$ cat src/rtl/mips_rf_pkg.sv
// Shared types and defaults for the MIPS multi-port register file and its scoreboard.
package mips_rf_pkg;

  localparam int unsigned DATA_W_DEF = 32;
  localparam int unsigned ADDR_W_DEF = 5;

  typedef logic [ADDR_W_DEF-1:0] reg_addr_t;
  typedef logic [DATA_W_DEF-1:0] reg_data_t;

  // $zero: hardwired to 0, never written, never pending
  localparam int unsigned ZERO_REG = 0;

endpackage

$ cat src/rtl/mips_rf_scoreboard.sv
// Per-register pending-write bits: a set from a newly issued load beats a clear from a completing write.
module mips_rf_scoreboard
  import mips_rf_pkg::*;
#(
  parameter int unsigned ADDR_W = ADDR_W_DEF,
  parameter int unsigned NUM_RD = 2,
  parameter int unsigned NUM_WR = 1
) (
  input  logic                     clk,
  input  logic                     rst,
  input  logic                     pend_set,
  input  logic [ADDR_W-1:0]        pend_addr,
  input  logic [NUM_WR-1:0]        wr_en,
  input  logic [NUM_WR*ADDR_W-1:0] wr_addr,
  input  logic [NUM_RD*ADDR_W-1:0] rd_addr,
  output logic [NUM_RD-1:0]        rd_pending
);

  localparam int unsigned NREGS = 2 ** ADDR_W;

  logic [NREGS-1:0] pend_q;
  logic [NREGS-1:0] pend_d;

  always_comb begin
    pend_d = pend_q;
    for (int unsigned k = 0; k < NUM_WR; k++) begin
      if (wr_en[k] && wr_addr[k*ADDR_W +: ADDR_W] != ADDR_W'(ZERO_REG))
        pend_d[wr_addr[k*ADDR_W +: ADDR_W]] = 1'b0;
    end
    if (pend_set && pend_addr != ADDR_W'(ZERO_REG))
      pend_d[pend_addr] = 1'b1;
  end

  always_ff @(posedge clk) begin
    if (rst) pend_q <= '0;
    else     pend_q <= pend_d;
  end

  for (genvar j = 0; j < NUM_RD; j++) begin : g_lookup
    assign rd_pending[j] = pend_q[rd_addr[j*ADDR_W +: ADDR_W]];
  end

endmodule

$ cat src/rtl/mips_reg_file_mp.sv
// Parametrised multi-port MIPS GPR file with HI/LO and pending-load scoreboard.
// Define MIPS_RF_BYPASS_EN to forward same-cycle write data to the read ports and HI/LO outputs.
module mips_reg_file_mp
  import mips_rf_pkg::*;
#(
  parameter int unsigned DATA_W = DATA_W_DEF,
  parameter int unsigned ADDR_W = ADDR_W_DEF,
  parameter int unsigned NUM_RD = 2,
  parameter int unsigned NUM_WR = 1
) (
  input  logic                     CLK,
  input  logic                     rst,
  input  logic [NUM_WR-1:0]        RegWrite,
  input  logic [NUM_WR*ADDR_W-1:0] WriteAddress,
  input  logic [NUM_WR*DATA_W-1:0] DataIn,
  input  logic [NUM_RD*ADDR_W-1:0] ReadAddress,
  output logic [NUM_RD*DATA_W-1:0] DataOut,
  output logic [NUM_RD-1:0]        ReadPending,
  input  logic                     PendSet,
  input  logic [ADDR_W-1:0]        PendAddress,
  input  logic                     HiLoWrite,
  input  logic [DATA_W-1:0]        HiIn,
  input  logic [DATA_W-1:0]        LoIn,
  output logic [DATA_W-1:0]        HiOut,
  output logic [DATA_W-1:0]        LoOut
);

  localparam int unsigned NREGS = 2 ** ADDR_W;

  logic [DATA_W-1:0] regs_q [NREGS];
  logic [DATA_W-1:0] regs_d [NREGS];
  logic [DATA_W-1:0] hi_q, hi_d, lo_q, lo_d;
  logic [NUM_RD-1:0] pend_raw;

  // Ascending port order: the highest-index port writing an address lands last and wins
  always_comb begin
    regs_d = regs_q;
    for (int unsigned k = 0; k < NUM_WR; k++) begin
      if (RegWrite[k] && WriteAddress[k*ADDR_W +: ADDR_W] != ADDR_W'(ZERO_REG))
        regs_d[WriteAddress[k*ADDR_W +: ADDR_W]] = DataIn[k*DATA_W +: DATA_W];
    end
    regs_d[ZERO_REG] = '0;
  end

  always_comb begin
    hi_d = HiLoWrite ? HiIn : hi_q;
    lo_d = HiLoWrite ? LoIn : lo_q;
  end

  always_ff @(posedge CLK) begin
    if (rst) begin
      regs_q <= '{default: '0};
      hi_q   <= '0;
      lo_q   <= '0;
    end else begin
      regs_q <= regs_d;
      hi_q   <= hi_d;
      lo_q   <= lo_d;
    end
  end

  mips_rf_scoreboard #(
    .ADDR_W (ADDR_W),
    .NUM_RD (NUM_RD),
    .NUM_WR (NUM_WR)
  ) u_scoreboard (
    .clk        (CLK),
    .rst        (rst),
    .pend_set   (PendSet),
    .pend_addr  (PendAddress),
    .wr_en      (RegWrite),
    .wr_addr    (WriteAddress),
    .rd_addr    (ReadAddress),
    .rd_pending (pend_raw)
  );

  for (genvar j = 0; j < NUM_RD; j++) begin : g_rd
    logic [ADDR_W-1:0] ra;
    logic [DATA_W-1:0] data;
    logic              pend;

    assign ra = ReadAddress[j*ADDR_W +: ADDR_W];

    always_comb begin
      data = regs_q[ra];
      pend = pend_raw[j];
`ifdef MIPS_RF_BYPASS_EN
      for (int unsigned k = 0; k < NUM_WR; k++) begin
        if (RegWrite[k] && WriteAddress[k*ADDR_W +: ADDR_W] == ra) begin
          data = rst ? '0 : DataIn[k*DATA_W +: DATA_W];
          pend = 1'b0;
        end
      end
`endif
      if (ra == ADDR_W'(ZERO_REG)) begin
        data = '0;
        pend = 1'b0;
      end
    end

    assign DataOut[j*DATA_W +: DATA_W] = data;
    assign ReadPending[j]              = pend;
  end

  always_comb begin
`ifdef MIPS_RF_BYPASS_EN
    HiOut = HiLoWrite ? (rst ? '0 : HiIn) : hi_q;
    LoOut = HiLoWrite ? (rst ? '0 : LoIn) : lo_q;
`else
    HiOut = hi_q;
    LoOut = lo_q;
`endif
  end

endmodule

$ cat config.mk
export PLATFORM = sky130hd
export DESIGN_NAME = mips_reg_file_mp
export DESIGN_NICKNAME = d
export VERILOG_FILES = /design/src/rtl/mips_rf_pkg.sv /design/src/rtl/mips_rf_scoreboard.sv /design/src/rtl/mips_reg_file_mp.sv
export SDC_FILE = /design/constraint.sdc
export NUM_CORES = 2
export LEC_CHECK = 0
export CAP_MARGIN = 20
export CORE_ASPECT_RATIO = 0.7
export CORE_MARGIN = 2
export CORE_UTILIZATION = 40
export DETAILED_ROUTE_END_ITERATION = 10
export GPL_TIMING_DRIVEN = 0
export PLACE_DENSITY_LB_ADDON = 0.2
export SETUP_SLACK_MARGIN = 0.05
export SLEW_MARGIN = 20
export SYNTH_ARGS = -nofsm -noshare
export SYNTH_HDL_FRONTEND = slang
export SYNTH_SLANG_ARGS = --single-unit
$ cat constraint.sdc
create_clock -name CLK -period 4 [get_ports CLK]
set_clock_uncertainty 0.15 [all_clocks]
set_input_delay 1.2 -clock CLK [delete_from_list [all_inputs] [get_ports CLK]]
set_output_delay 1.2 -clock CLK [all_outputs]
set_load 0.05 [all_outputs]
==> flow_summary.yaml <==
sta:
  fin_ws_ns: -0.471
  final-max-slew-violation-count: 0
  hold_violations: 0
  period_share_pct: 112
  rsz0062_at_grt: "yes"
  slew_headroom_pct: 14.8
  max_freq_ghz: 0.224
  fin_crit_ns: 4.47
  tightest_slew_ns: 1.28
  finalSetupViolCount: 66
yosys:
  yosysTopAreaCell: "dfxtp_1"
  ys_seq_elements: 1088
  synth_top_area_share_pct: 41.0
  synth-edff-count: 0
  netlist_area_mm2: 0.0532
  syn_nets: 6163
  ys_top_cells_by_area: "dfxtp_1 41%, mux4_2 18%, nand2_1 14%"
  ys.flop_type: "dfxtp_1"
  netlist_instances: 6042
  async_flop_share_pct: 0
  synth.yosys.warnings: 0
  seq_area_frac_synth_pct: 41.0
  synth.distinct_cells: 40
  synth_area_per_cell_um2: 8.80
route:
  dr.pass1.iters: 8
  ant_nets: 0
  drt_iter0_markers: 7396
  viasPerCell: 6.26
  wire_per_inst_um: 28.8
  drc_errors: 0
  vias: 52200
  wl_mm: 240
floorplan:
  die_h_um: 309
  start_util_pct: 40.5
  ios: 251
  die_w_um: 440
  rows: 111
  die-area_mm2: 0.136
  core_mm2: 0.131
setup_path:
  critPathLaunch: "ReadAddress[1]"
  worstSetupEndpoint: "DataOut[15]"
  critPathMaxFanout: 6
  cp_num_buf_inv: 6
  cp.arrival_ns: 3.12
  worst_path_max_delay_cell: "o31a_1"
  crit_family: "buffers and inverters"
  critPathKind: "input pin to output port"
  r2r_slack_ns: 3.10
  crit_required_ns: 2.65
  worst-path-stages: 10
  reg2reg_to: "u_scoreboard.pend_q[29]"
  crit_path_start_kind: "input pin"
  crit_chain: "buf_16, buf_16, and2b_4, buf_12, buf_12, buf_4, a221oi_2, o31a_1, nor3_4, buf_6"
  cpPeakStageDelay_ns: 0.40
  critPathCaptureType: "output port"
  r2r_start: "u_scoreboard.pend_q[29]"
  reg2reg_depth: 2
place:
  io_buffers: 243
  dp.cells: 8036
  dp_hpwl_mm: 184
  gp_congestion: 1.02
min_path:
  hp-class: "register to register"
  min_path_cells: 2
power:
  power.density_mw_per_mm2: 379
  pwr-share-clk_pct: 42.1
  pwr-share-comb_pct: 14.8
  ir_worst_vdd_uv: 389
  total_power_uw: 25600
  swShare_pct: 28.8
  power.leakage_uw: 0.0224
  p_switching_uw: 7380
  seqPwrFrac_pct: 43.1
  p_int_uw: 18200
grt:
  grt_remaining_overflow: 0
  grt_pass1_wl_mm: 336
  grt_max_degree: 16
  grt_pass1_vias: 47600
  grt_use_total_pct: 34.1
  grt_antenna_before_repair: 9
cells_and_area:
  nNetsFinal: 6602
  area_growth_pct: 27.1
  stdcell_count: 8332
  final_cell_mix: "2018 x nand2_1, 1088 x dfxtp_1, 1005 x a21oi_1, 428 x mux4_2, 388 x clkbuf_1"
  drive_gt1_share_pct: 21.6
  mostFrequentLayoutCell: "nand2_1"
clocking:
  clkTransAtPathRegs_ns: 0.06
  clock-sinks: 1088
  clk_latency_ns: 0.77
  clk_root_buffer_cell: "clkbuf_16"
  cts_made_buffers: 111
  clockBufferDepth: 3
  cts_tree: "built"
  h-tree-depth: 3
outcome:
  status: "finished, violations left"
  violations: "setup timing"
run:
  maxCapViolCount: 0
[registers in the layout, summed over array words and instances (netlist names)]
register and count:
regs_q 992, u_scoreboard.pend_q 32, LoOut 32, HiOut 32
[cell families after synthesis]
| logic type | after synthesis | share of synthesized area [%] |
|---|---|---|
| AO/OA/AOI/OAI | 1416 | 15.2 |
| flip-flops | 1088 | 41.0 |
| AND/OR/NAND/NOR | 2279 | 16.5 |
| multiplexers | 632 | 22.2 |
| buffers and inverters | 627 | 5.07 |
[cell usage after synthesis, types with 5 or more instances]
cell type  count
mux4_2       428
nor2_1       165
a211oi_1      32
a22oi_1       98
dfxtp_1     1088
nand2_1     2018
nor3_1        35
o221ai_1      32
nand3_1        6
nand2b_1       7
and2_1         6
buf_1         10
and3b_1        5
nand3b_1       9
buf_4         35
buf_2        150
a221o_1       32
clkbuf_1     427
o22ai_1      128
mux2_2        97
nor2b_1        9
o31a_1        32
a21oi_1     1028
mux2i_1      107
a221oi_1      32
[final cells by class]
type / instances / area [um2]
tap: 1751 / 2190
sequential: 1088 / 21800
antenna: 8 / 20.0
clock buffer: 174 / 3340
clock inverter: 31 / 289
fill: 12100 / 63800
timing repair buffer: 336 / 4040
buffer: 616 / 4430
inverter: 1 / 3.75
multi-input combinational: 4327 / 31500
[stage by stage]
| step | area (um2) | util, % | hold WS, ns | setup WS (ns) | TNS, ns |
|---|---|---|---|---|---|
| final | 67600 | 51.4 | 0.317 | -0.471 | -23.46 |
| after CTS | 66500 | 50.6 | 0.316 | -0.461 | -21.30 |
| after global routing | 67600 | 51.4 | 0.328 | -0.455 | -23.19 |
| after global placement | 59200 | 45.0 | 0.298 | -2.19 | -169.84 |
| after floorplan | 54600 | - | 0.279 | -0.0663 | -1.09 |
| after detailed placement | 59200 | 45.0 | 0.307 | -2.24 | -184.36 |
[worst min-delay path by stage]
stage	startpoint	to
4_1_cts	regs_q[99]	regs_q[99]
3_5_place_dp	regs_q[99]	regs_q[99]
2_1_floorplan	u_scoreboard.pend_q[0]	u_scoreboard.pend_q[0]
5_1_grt	regs_q[638]	regs_q[638]
6_report	regs_q[827]	regs_q[827]
3_3_place_gp	regs_q[821]	regs_q[821]
[routing by layer]
layer	part of all wire (%)	wire (um)	GRT usage (%)
met1	42	99900	49.8
met2	39	94100	45.7
met3	15	35300	11.5
met4	4.3	10300	12.8
met5	0.026	62	0
[power by group through the flow]
stage	Sequential [uW]	Combinational (uW)	Clock, uW
5_1_grt	11000	3860	11200
3_3_place_gp	11300	3110	0
2_1_floorplan	11400	1720	0
4_1_cts	11000	3570	10800
3_5_place_dp	11300	3130	0
6_report	11000	3790	10800
[what timing repair did]
item                                     CTS  global route
hold buffers                               0             0
buffers inserted                          37            30
endpoints found under the setup margin    66            66
pin swaps                                107            93
gates cloned                              17            10
gates resized for setup                 1067           118
[worst min-delay path, stage by stage, from the launching register on]
cell and delay [ns]:
dfxtp_1 0.32, nand2_1 0.05, a21oi_1 0.05
Power figures use the tool's default switching activity.
